`src/rtl/regfile_pkg.sv`:
```
// Shared types and default parameters for the register file write-back block.
package regfile_pkg;

    typedef enum logic [1:0] {
        IDLE     = 2'd0,
        WAIT_MEM = 2'd1,
        DONE     = 2'd2
    } wb_state_t;

    localparam int DATA_W_DEF      = 8;
    localparam int NUM_REGS_DEF    = 8;
    localparam int MEM_TIMEOUT_DEF = 15;

    // Width of a counter able to hold the value 'limit'.
    function automatic int count_width(input int limit);
        return (limit < 1) ? 1 : $clog2(limit + 1);
    endfunction

endpackage

```
`src/rtl/regfile_core.sv`:
```
// Register storage: two combinational read ports, one write port, register 0 reads as zero.
module regfile_core
    import regfile_pkg::*;
#(
    parameter int DATA_W   = DATA_W_DEF,
    parameter int NUM_REGS = NUM_REGS_DEF,
    localparam int AW      = $clog2(NUM_REGS)
) (
    input  logic              clk,
    input  logic              rst,
    input  logic [AW-1:0]     raddr1,
    input  logic [AW-1:0]     raddr2,
    output logic [DATA_W-1:0] rdata1,
    output logic [DATA_W-1:0] rdata2,
    input  logic              we,
    input  logic [AW-1:0]     waddr,
    input  logic [DATA_W-1:0] wdata
);

    logic [DATA_W-1:0] rf_reg [NUM_REGS];
    logic [AW-1:0]     raddr  [2];
    logic [DATA_W-1:0] rdata  [2];

    // Register 0 is never written, so it holds its reset value of zero.
    always_ff @(posedge clk or posedge rst) begin
        if (rst) begin
            for (int i = 0; i < NUM_REGS; i++) begin
                rf_reg[i] <= '0;
            end
        end else if (we && (waddr != '0)) begin
            rf_reg[waddr] <= wdata;
        end
    end

    assign raddr[0] = raddr1;
    assign raddr[1] = raddr2;

    genvar gi;
    generate
        for (gi = 0; gi < 2; gi++) begin : g_rd
            assign rdata[gi] = (raddr[gi] == '0) ? '0 : rf_reg[raddr[gi]];
        end
    endgenerate

    assign rdata1 = rdata[0];
    assign rdata2 = rdata[1];

endmodule

```
`src/rtl/regfile_writeback.sv`:
```
// Write-back stage: FSM, load timeout counter, source mux and register file.
// Optional same-cycle read forwarding is enabled by defining REGFILE_BYPASS_EN.
module regfile_writeback
    import regfile_pkg::*;
#(
    parameter int DATA_W      = DATA_W_DEF,
    parameter int NUM_REGS    = NUM_REGS_DEF,
    parameter int MEM_TIMEOUT = MEM_TIMEOUT_DEF,
    localparam int AW         = $clog2(NUM_REGS)
) (
    input  logic              clk,
    input  logic              rst,
    input  logic [AW-1:0]     ReadReg1,
    input  logic [AW-1:0]     ReadReg2,
    output logic [DATA_W-1:0] ReadData1,
    output logic [DATA_W-1:0] ReadData2,
    input  logic              wb_valid,
    input  logic              RegWrite,
    input  logic              MemtoReg,
    input  logic [AW-1:0]     WriteReg,
    input  logic [DATA_W-1:0] ALUResult,
    input  logic [DATA_W-1:0] MemReadData,
    input  logic              mem_valid,
    output logic              wb_busy,
    output logic              wb_done,
    output logic              wb_err
);

    localparam int CW = count_width(MEM_TIMEOUT);

    wb_state_t         state_reg;
    logic [AW-1:0]     wreg_reg;
    logic [CW-1:0]     cnt_reg;
    logic              wb_busy_reg;
    logic              wb_done_reg;
    logic              wb_err_reg;

    logic              rf_we;
    logic [AW-1:0]     rf_waddr;
    logic [DATA_W-1:0] rf_wdata;
    logic [DATA_W-1:0] rf_rdata1;
    logic [DATA_W-1:0] rf_rdata2;

    // ALU results commit straight from IDLE; load data commits from WAIT_MEM.
    always_comb begin
        rf_we    = 1'b0;
        rf_waddr = WriteReg;
        rf_wdata = ALUResult;
        case (state_reg)
            IDLE: begin
                rf_we = wb_valid && RegWrite && !MemtoReg;
            end
            WAIT_MEM: begin
                rf_we    = mem_valid;
                rf_waddr = wreg_reg;
                rf_wdata = MemReadData;
            end
            default: begin
                rf_we = 1'b0;
            end
        endcase
    end

    always_ff @(posedge clk or posedge rst) begin
        if (rst) begin
            state_reg   <= IDLE;
            wreg_reg    <= '0;
            cnt_reg     <= '0;
            wb_busy_reg <= 1'b0;
            wb_done_reg <= 1'b0;
            wb_err_reg  <= 1'b0;
        end else begin
            wb_done_reg <= 1'b0;
            wb_err_reg  <= 1'b0;
            case (state_reg)
                IDLE: begin
                    if (wb_valid) begin
                        wb_busy_reg <= 1'b1;
                        if (RegWrite && MemtoReg) begin
                            wreg_reg  <= WriteReg;
                            cnt_reg   <= '0;
                            state_reg <= WAIT_MEM;
                        end else begin
                            wb_done_reg <= 1'b1;
                            state_reg   <= DONE;
                        end
                    end
                end
                WAIT_MEM: begin
                    // Data arriving on the final allowed cycle still wins over the timeout.
                    if (mem_valid) begin
                        wb_done_reg <= 1'b1;
                        state_reg   <= DONE;
                    end else if (cnt_reg == CW'(MEM_TIMEOUT - 1)) begin
                        cnt_reg     <= cnt_reg + 1'b1;
                        wb_busy_reg <= 1'b0;
                        wb_err_reg  <= 1'b1;
                        state_reg   <= IDLE;
                    end else begin
                        cnt_reg <= cnt_reg + 1'b1;
                    end
                end
                DONE: begin
                    wb_busy_reg <= 1'b0;
                    state_reg   <= IDLE;
                end
                default: begin
                    wb_busy_reg <= 1'b0;
                    state_reg   <= IDLE;
                end
            endcase
        end
    end

    regfile_core #(
        .DATA_W   (DATA_W),
        .NUM_REGS (NUM_REGS)
    ) u_core (
        .clk    (clk),
        .rst    (rst),
        .raddr1 (ReadReg1),
        .raddr2 (ReadReg2),
        .rdata1 (rf_rdata1),
        .rdata2 (rf_rdata2),
        .we     (rf_we),
        .waddr  (rf_waddr),
        .wdata  (rf_wdata)
    );

`ifdef REGFILE_BYPASS_EN
    logic bypass1;
    logic bypass2;

    assign bypass1   = rf_we && (rf_waddr != '0) && (rf_waddr == ReadReg1);
    assign bypass2   = rf_we && (rf_waddr != '0) && (rf_waddr == ReadReg2);
    assign ReadData1 = bypass1 ? rf_wdata : rf_rdata1;
    assign ReadData2 = bypass2 ? rf_wdata : rf_rdata2;
`else
    assign ReadData1 = rf_rdata1;
    assign ReadData2 = rf_rdata2;
`endif

    assign wb_busy = wb_busy_reg;
    assign wb_done = wb_done_reg;
    assign wb_err  = wb_err_reg;

endmodule

```
`config.mk`:
```
export PLATFORM = sky130hd
export DESIGN_NAME = regfile_writeback
export DESIGN_NICKNAME = d
export VERILOG_FILES = /design/src/rtl/regfile_pkg.sv /design/src/rtl/regfile_core.sv /design/src/rtl/regfile_writeback.sv
export SDC_FILE = /design/constraint.sdc
export NUM_CORES = 1
export LEC_CHECK = 0
export ABC_AREA = 1
export BUFFER_PORTS_ARGS = -buffer_cell sky130_fd_sc_hd__buf_2
export CAP_MARGIN = 20
export CORE_ASPECT_RATIO = 1.4
export CORE_UTILIZATION = 60
export DETAILED_ROUTE_END_ITERATION = 6
export PLACE_DENSITY_LB_ADDON = 0.15
export SLEW_MARGIN = 25
export SYNTH_ARGS = -nofsm -noshare
export SYNTH_HDL_FRONTEND = slang
export SYNTH_SLANG_ARGS = --single-unit
```
`constraint.sdc`:
```
create_clock -name clk -period 2.8 [get_ports clk]
set_clock_uncertainty 0.15 [all_clocks]
set_input_delay 0.14 -clock clk [delete_from_list [all_inputs] [get_ports clk]]
set_output_delay 0.14 -clock clk [all_outputs]
set_load 0.05 [all_outputs]
```
==> flow_metrics.tcl, run 1 <==
set metrics [dict create \
    grt_pass1_vias 4546 \
    antenna_cells 0 \
    synth_adder_area_share_pct 0.486 \
    synthFlopType "dfrtp_1" \
    hold_violations 0 \
    rows 39 \
    die_w_um 80.3 \
    drt_iter0_drc 398 \
    synth_area_leader_cell "dfrtp_1" \
    p_leak_nw 2.87 \
    final-seq-area_um2 1900 \
    hp-class "input pin to flop" \
    grt_pass1_wl_mm 21.7 \
    slowest_stage "a21oi_4" \
    fillers 758 \
    cts_root_buf "clkbuf_16" \
    vias 4676 \
    min_period_ps 2180 \
    maxSlewHeadroom_pct 52.4 \
    cp-end-kind "flop" \
    synth-simple-area-share_pct 26.8 \
    dp_hpwl_mm 8.45 \
    synth.avg_cell_area_um2 7.55 \
    cts_buffer_depth 2 \
    required_ps 2920 \
    rsz0062_at_grt "no" \
    drt_wl_total_mm 13.1 \
    finalCritPeriodShare_pct 77.9 \
    vdd_drop_max_v 0.000476 \
    crit_fanout 24 \
    gp_congestion 0.858 \
    ant_nets 0 \
    hold_ws_ps 44.8 \
    io_pins 50 \
    synth_most_common_cell "nand2_1" \
    port_buffers 49 \
    reg2reg_slack_ps 620 \
    drive_above_1_share_pct 18.4 \
    synth_compound_area_share_pct 23.3 \
    htreeDepth 3 \
    fin_nets 734 \
    synth_area_leaders "dfrtp_1, nand2_1, nand3_1" \
    syn-num-nets 714 \
    worstSkewPairLatency_ps 340 \
    cts_made_buffers 9 \
    drt-pass1-iter-count 5 \
    timing.fmax_ghz 0.459 \
    cts_tree "done" \
    routed_via_density 5.79 \
    grt_max_degree 51 \
    final_max_slew_viol_count 0 \
    synth.distinct_cells 32 \
    start_util_pct 62.4 \
    syn_to_final_growth_pct 9.48 \
    worst_pin_slew_ps 712 \
    status "finished, final reports clean" \
    worst_path_largest_cell_delay_ps 620 \
    yosys_warnings 0 \
    ys_seq_elements 76 \
    synth_top_family_by_area "simple AND/OR/NAND/NOR gates" \
    path_clk_slew_ps 60 \
    power_density_nw_per_um2 862 \
    max_cap_violations 0 \
    synthTopCellsByCount "nand2_1, dfrtp_1, nand3_1, inv_1, o21ai_0" \
    synth-xor-area-share_pct 0.340 \
    async_flop_share_pct 100 \
    overflow 0 \
    synth_cells 681 \
    setup_viol 0 \
    grt.total_usage_pct 31.3 \
    synth-edff-count 0 \
    multi_input_area_um2 2620 \
    ys_seq_area_share_pct 37.0 \
    core_area_um2 8250 \
    synth_mux_area_share_pct 0 \
    drc 0 \
    die_area_um2 8950 \
    largest_reg_flops 64 \
    syn_area_um2 5140 \
    antenna_found_initial 0 \
    start_kind "flop" \
    setup-tns-final_ps 0 \
    die_h_um 112 \
    worstPathCellList "inv_2 -> nor2_4 -> nand2_4 -> a21oi_4 -> nand3_1 -> nand2_1" \
    critical_path_class "flop to flop" \
    yosysTopAreaCellShare_pct 37.0 \
    cts_sinks 76 \
    cp.arrival_ps 2300 \
    avgRoutedWirePerCell_um 16.2 \
]
==> worst paths after layout <==
path / start / to / depth (start not counted)
max: state_reg[0] / u_core.rf_reg[31] / 6
min: MemtoReg / wb_done / 4
max reg2reg: state_reg[0] / u_core.rf_reg[31] / 6
min reg2reg: u_core.rf_reg[61] / u_core.rf_reg[61] / 0
max in group asynchronous: rst / cnt_reg[0] / 4
min in group asynchronous: rst / u_core.rf_reg[13] / 3
==> cell type report <==
| cell class | count | area share, % |
|---|---|---|
| clock buffer | 11 | 4.49 |
| sequential | 76 | 33.8 |
| clock inverter | 4 | 1.29 |
| timing repair buffer | 60 | 6.57 |
| inverter | 75 | 5.18 |
| tap | 102 | 2.27 |
| multi-input combinational | 479 | 46.4 |
==> through the flow <==
| stage | cell area [um^2] | utilization, % | instances | worst slack (ps) | power, mW |
|---|---|---|---|---|---|
| final | 5630 | 68.3 | 807 | 619 | 4.86 |
| after CTS | 5630 | 68.3 | 807 | 625 | 4.86 |
| after detailed placement | 5240 | 63.5 | 785 | 643 | 3.56 |
| after global placement | 5240 | 63.5 | 785 | 730 | 3.50 |
| after floorplan | 5140 | - | 681 | 572 | 3.18 |
| after global routing | 5630 | 68.3 | 807 | 444 | 5.16 |
==> placed cells by master (no fill, tap or decap), types with 22 or more instances in the layout <==
cell type    n
o21ai_0     48
nand2_1    174
nand3_1     76
inv_1       68
dfrtp_1     76
a21oi_1     43
o211ai_1    22
nor2_1      28
o21bai_2    31
buf_2       49
o21bai_1    25
==> logic make-up (layout without fill, tap and decap cells) <==
logic type	after synthesis	in the layout
buffers and inverters	126	150
adders and majority gates	2	2
DFF	76	76
AOI/OAI and AO/OA	172	172
xor gates and xnor gates	2	2
and+or+nand+nor	303	303
==> timing repair <==
action / in CTS / in global routing
buffers inserted: 0 / 0
hold buffers: 7 / 0
hold endpoints to repair: 33 / 0
gates resized for setup: 0 / 0
==> power breakdown <==
part           total (mW)  switching [mW]  internal, mW
clock                1.26           0.442         0.822
sequential           1.76           0.237          1.52
combinational        1.83            1.13         0.702
total                4.86            1.81          3.05
==> worst max-delay path, delay by kind of cell (launching register included) <==
family	cells	cell delay, ps
compound gates	1	620
buf+inv	1	80
flops	1	510
simple gates	4	750
==> metal layers <==
metal,track usage [%],vias up,wire [um]
li1,-,2253,-
met1,41.1,2245,5690
met2,51.3,155,6520
met3,4.02,23,569
met4,13.2,0,272
met5,0,-,0
No activity file was read; power rests on OpenSTA's default activity.
==> run 2, diff against run 1 <==
--- a/config.mk
+++ b/config.mk
@@ -5,11 +5,11 @@
 export SDC_FILE = /design/constraint.sdc
 export NUM_CORES = 1
 export LEC_CHECK = 0
-export ABC_AREA = 1
+export ABC_AREA = 0
 export BUFFER_PORTS_ARGS = -buffer_cell sky130_fd_sc_hd__buf_2
 export CAP_MARGIN = 20
 export CORE_ASPECT_RATIO = 1.4
-export CORE_UTILIZATION = 60
+export CORE_UTILIZATION = 52
 export DETAILED_ROUTE_END_ITERATION = 6
 export PLACE_DENSITY_LB_ADDON = 0.15
 export SLEW_MARGIN = 25
==> constraint.sdc (replaced) <==
create_clock -name clk -period 1.9 [get_ports clk]
set_clock_uncertainty 0.15 [all_clocks]
set_input_delay 0.095 -clock clk [delete_from_list [all_inputs] [get_ports clk]]
set_output_delay 0.095 -clock clk [all_outputs]
set_load 0.05 [all_outputs]
==> flow_metrics.tcl, run 2 <==
set metrics [dict create \
    status "complete, but fails checks" \
    violations "setup timing" \
    setup_viol 3 \
    synthTopCellsByCount "mux2_2, dfrtp_1, inv_1, a21oi_1, mux4_2" \
    cts_sinks 68 \
    yosys_warnings 0 \
    dp_hpwl_mm 5.85 \
    gp_congestion 0.804 \
    cp.arrival_ps 1970 \
    cp-end-kind "flop" \
    worst_path_largest_cell_delay_ps 450 \
    antenna_found_initial 0 \
    die_w_um 73.8 \
    synthFlopType "dfrtp_1" \
    io_pins 50 \
    start_util_pct 53.7 \
    power.internal_mw 3.35 \
    power_density_nw_per_um2 1100 \
    rows 36 \
    switching_share_pct 34.7 \
    hold_violations 0 \
    design_area_um2 4640 \
    die_h_um 103 \
    required_ps 1970 \
    maxSlewHeadroom_pct 72.2 \
    synth-edff-count 0 \
    synth_most_common_cell "mux2_2" \
    vias 2693 \
    drt_iter0_drc 140 \
    min_period_ps 1910 \
    vdd_drop_max_v 0.000508 \
    syn-num-nets 323 \
    drc 0 \
    ys_seq_elements 68 \
    synth_cells 290 \
    rsz0062_at_grt "yes" \
    overflow 0 \
    max_cap_violations 0 \
    cts_made_buffers 9 \
    critical_path_class "flop to flop" \
    yosysTopAreaCellShare_pct 45.3 \
    layout_commonest_cell "mux2_2" \
    die_area_um2 7560 \
    largest_reg_flops 56 \
    worst_pin_slew_ps 418 \
    syn_area_um2 3750 \
    final_max_slew_viol_count 0 \
    htreeDepth 3 \
    cts_root_buf "clkbuf_8" \
    core_area_um2 6980 \
    async_flop_share_pct 100 \
    synth.distinct_cells 38 \
    crit_fanout 8 \
    drt_wl_total_mm 8.41 \
    port_buffers 49 \
    path_clk_slew_ps 70 \
    syn_to_final_growth_pct 23.8 \
    grt.total_usage_pct 24.3 \
    p_leak_nw 2.15 \
    synth_area_leader_cell "dfrtp_1" \
    avgRoutedWirePerCell_um 18.2 \
    synth_area_leaders "dfrtp_1, mux2_2, mux4_2" \
    routed_via_density 5.82 \
    finalCritPeriodShare_pct 100 \
    fin_cells 463 \
    setup_ws_ps -6.90 \
    dp.cells 439 \
    cts_tree "done" \
    timing.fmax_ghz 0.524 \
    comb_power_share_pct 36.0 \
    synth.avg_cell_area_um2 12.9 \
    slowest_stage "dfrtp_2" \
    layout_common_cells "mux2_2, dfrtp_1, buf_2" \
    clockPowerShare_pct 19.2 \
    worstPathCellList "buf_6 -> mux2i_2 -> a211oi_4 -> buf_4 -> nand2_4 -> mux2_1" \
    switchingPower_mw 1.78 \
    grt_pass1_wl_mm 13.3 \
    antenna_cells 0 \
    placed_area_um2 4250 \
    drt-pass1-iter-count 5 \
    worstSkewPairLatency_ps 340 \
    grt_pass1_vias 2655 \
    setup-tns-final_ps -11.9 \
    p_seq_share_pct 44.7 \
    drive_above_1_share_pct 55.4 \
    grt_max_degree 69 \
    ys_seq_area_share_pct 45.3 \
    start_kind "flop" \
    place_worst_setup_slack_ps -89.4 \
    fin_nets 397 \
    cts_buffer_depth 2 \
    ant_nets 0 \
    hp-class "input pin to flop" \
]
run 2: cell count changes after synthesis, moves of 16 or more:
cell | before | now
mux2_2 | 0 | 79
o21ai_0 | 48 | 7
inv_1 | 69 | 18
o21bai_2 | 31 | 0
a21oi_1 | 43 | 17
o21bai_1 | 25 | 1
buf_6 | 18 | 1
nor2_1 | 28 | 4
nand2_1 | 174 | 9
clkbuf_1 | 25 | 6
o211ai_1 | 22 | 0
nand3_1 | 76 | 2
mux4_2 | 0 | 16
run 2: power by group through the flow:
stage / logic, mW / registers [mW] / clock network (mW)
2_1_floorplan: 1.38 / 2.20 / 0
3_3_place_gp: 1.70 / 2.26 / 0
3_5_place_dp: 1.75 / 2.30 / 0
4_1_cts: 1.81 / 2.28 / 1.02
5_1_grt: 1.98 / 2.34 / 1.08
6_report: 1.85 / 2.29 / 0.986
run 2: timing repair:
action / in CTS / in global routing
endpoints found under the hold margin: 77 / 0
hold buffers: 7 / 0
resized for setup: 13 / 24
pin swaps: 2 / 3
setup buffers: 0 / 2
endpoints found under the setup margin: 56 / 59
run 2: cell families after synthesis:
group           count (synthesis)  share of synthesized area, %
mux                           102                          35.3
flops                          68                          45.3
compound gates                 48                          8.97
buf+inv                        34                          3.93
simple gates                   34                          5.27
xor+xnor                        2                         0.467
fa+ha+maj                       2                         0.667
run 2: path summary, 6_finish.rpt:
kind	from	endpoint	slack (ps)	depth (start not counted)
setup reg to reg	state_reg[0]	u_core.rf_reg[5]	-7	6
hold reg to reg	u_core.rf_reg[2]	u_core.rf_reg[2]	360	1
hold / removal	MemReadData[2]	u_core.rf_reg[2]	30	3
max in group asynchronous	rst	u_core.rf_reg[42]	1060	4
setup / recovery	state_reg[0]	u_core.rf_reg[5]	-7	6
min in group asynchronous	rst	wreg_reg[0]	240	4
run 2: layer usage:
metal / wire, um / track usage, % / vias up
li1: - / - / 1234
met4: 160 / 10.2 / 0
met3: 294 / 3.62 / 13
met1: 3580 / 31.6 / 1365
met2: 4380 / 40.5 / 81
met5: 0 / 0 / -
run 2: final cells by class:
type,count,area [um^2]
inverter,18,71.3
multi-input combinational,188,2040
timing repair buffer,79,553
clock inverter,6,32.5
tap,95,119
sequential,68,1700
fill,520,2340
clock buffer,9,124
run 2: through the flow:
step                      power, mW  hold slack, ps  util [%]
final                          5.13            30.5      66.5
after global routing           5.40            43.8      66.5
after CTS                      5.10            70.4      65.0
after detailed placement       4.05            71.3      60.9
after global placement         3.96            69.1      60.9
after floorplan                3.58            96.7         -
run 2: critical path, delay by kind of cell (launching register included):
kind | cells | cell delay (ps)
flops | 1 | 450
simple gates | 1 | 110
buf+inv | 2 | 340
compound gates | 1 | 240
mux | 2 | 490
==> run 3, diff against run 2 <==
--- a/config.mk
+++ b/config.mk
@@ -9,7 +9,8 @@
 export BUFFER_PORTS_ARGS = -buffer_cell sky130_fd_sc_hd__buf_2
 export CAP_MARGIN = 20
 export CORE_ASPECT_RATIO = 1.4
-export CORE_UTILIZATION = 52
+export CORE_UTILIZATION = 54
+export CTS_BUF_LIST = sky130_fd_sc_hd__clkbuf_4
 export DETAILED_ROUTE_END_ITERATION = 6
 export PLACE_DENSITY_LB_ADDON = 0.15
 export SLEW_MARGIN = 25
==> flow_metrics.tcl, run 3 (synthesis results as in run 2) <==
set metrics [dict create \
    path_delay_family "multiplexers" \
    cp-end-kind "flop" \
    layout_common_cells "mux2_2, dfrtp_1, buf_2, buf_4, mux4_2" \
    largest_reg_flops 56 \
    multi_input_area_um2 2100 \
    syn_to_final_growth_pct 29.6 \
    cts_root_buf "clkbuf_4" \
    drt-pass1-iter-count 4 \
    rsz0062_at_grt "yes" \
    hp-class "input pin to flop" \
    cts_sinks 68 \
    power_density_nw_per_um2 1110 \
    die_w_um 72.5 \
    port_buffers 49 \
    avgRoutedWirePerCell_um 18.5 \
    max_cap_violations 0 \
    setup_viol 0 \
    drive_above_1_share_pct 64.6 \
    p_seq_share_pct 42.4 \
    grt.total_usage_pct 25.7 \
    hold_violations 0 \
    fillers 464 \
    die_area_um2 7290 \
    hold_ws_ps 14.7 \
    layout_commonest_cell "mux2_2" \
    antenna_found_initial 0 \
    worst_pin_slew_ps 495 \
    finalCritPeriodShare_pct 99.1 \
    maxSlewHeadroom_pct 67.0 \
    worstSkewPairLatency_ps 410 \
    timing.fmax_ghz 0.531 \
    start_kind "flop" \
    comb_power_share_pct 40.1 \
    final_max_slew_viol_count 0 \
    status "finished, final reports clean" \
    grt_max_degree 57 \
    htreeDepth 3 \
    dp_hpwl_mm 5.93 \
    worst_path_largest_cell_delay_ps 430 \
    rows 35 \
    critical_path_class "flop to flop" \
    grt_pass1_wl_mm 13.8 \
    grt_pass1_vias 2821 \
    cts_tree "done" \
    gp_congestion 0.777 \
    switchingPower_mw 1.87 \
    power.internal_mw 3.52 \
    path_buf_inv 1 \
    min_period_ps 1880 \
    clockPowerShare_pct 17.5 \
    crit_fanout 8 \
    setup-tns-final_ps 0 \
    cts_buffer_depth 2 \
    vias 2730 \
    core_area_um2 6660 \
    design_area_um2 4860 \
    p_leak_nw 2.23 \
    routed_via_density 5.74 \
    cts_made_buffers 9 \
    fin_nets 412 \
    io_pins 50 \
    start_util_pct 56.4 \
    path_clk_slew_ps 110 \
    worstPathCellList "mux2_2 -> a211oi_4 -> buf_6 -> nand2_4 -> mux2_1" \
    drt_wl_total_mm 8.78 \
    overflow 0 \
    antenna_cells 0 \
    cp.arrival_ps 2020 \
    die_h_um 101 \
    required_ps 2040 \
    ant_nets 0 \
    vdd_drop_max_v 0.000694 \
    final-seq-area_um2 1700 \
    drt_iter0_drc 130 \
    drc 0 \
    slowest_stage "dfrtp_2" \
    switching_share_pct 34.7 \
    placed_area_um2 4250 \
]
-- run 3: cell types whose count changed in the layout (fill, tap and decap cells not counted), moves of 12 or more --
cell      change
buf_2        -13
buf_4        +14
inv_2        +14
clkbuf_4     +12
buf_6        +12
inv_1        -14
-- run 3: final cells by class --
cell class | count | area share [%]
Clock buffer | 13 | 2.01
Sequential cell | 68 | 35.0
Timing Repair Buffer | 94 | 15.2
Clock inverter | 3 | 0.772
Multi-Input combinational cell | 188 | 43.2
Tap cell | 92 | 2.37
Inverter | 18 | 1.47
-- run 3: worst min-delay path, delay by kind of cell --
family   cells  cell delay [ps]
buf+inv      1               70
mux          2              370
-- run 3: timing repair --
| action | in CTS | in global routing |
|---|---|---|
| buffers inserted | 3 | 9 |
| resized for setup | 27 | 61 |
| pin swaps | 3 | 3 |
| hold endpoints to repair | 78 | 14 |
| hold buffers | 7 | 4 |
| endpoints found under the setup margin | 66 | 72 |
-- run 3: routing by layer --
layer  global-route usage, %  share of wire (%)
met5                       0                  0
met4                    12.4                2.0
met3                    2.40                2.5
met2                    44.6                 54
met1                    31.9                 42
-- run 3: final timing paths --
check / from / slack [ps] / depth (start not counted) / to
setup / recovery: state_reg[0] / 20 / 5 / u_core.rf_reg[24]
hold / removal: MemReadData[0] / 10 / 3 / u_core.rf_reg[24]
setup reg to reg: state_reg[0] / 20 / 5 / u_core.rf_reg[24]
hold reg to reg: u_core.rf_reg[2] / 370 / 1 / u_core.rf_reg[2]
max in group asynchronous: rst / 960 / 4 / u_core.rf_reg[32]
min in group asynchronous: rst / 50 / 3 / wreg_reg[2]
-- run 3: power by group through the flow --
stage	Combinational, mW	Clock (mW)	Sequential (mW)
after floorplan	1.38	0	2.20
after global placement	1.71	0	2.27
after detailed placement	1.75	0	2.30
after CTS	1.85	0.959	2.27
after global routing	2.29	1.02	2.34
final	2.16	0.944	2.29
-- run 3: stage by stage --
| stage | power (mW) | worst slack [ps] | utilization [%] | cells |
|---|---|---|---|---|
| 2_1_floorplan | 3.58 | 2.55 | - | 290 |
| 3_3_place_gp | 3.98 | -35.9 | 63.8 | 437 |
| 3_5_place_dp | 4.05 | -73.3 | 63.8 | 437 |
| 4_1_cts | 5.08 | -1.32 | 68.3 | 463 |
| 5_1_grt | 5.66 | -42.6 | 73.1 | 476 |
| 6_report | 5.39 | 16.8 | 73.1 | 476 |
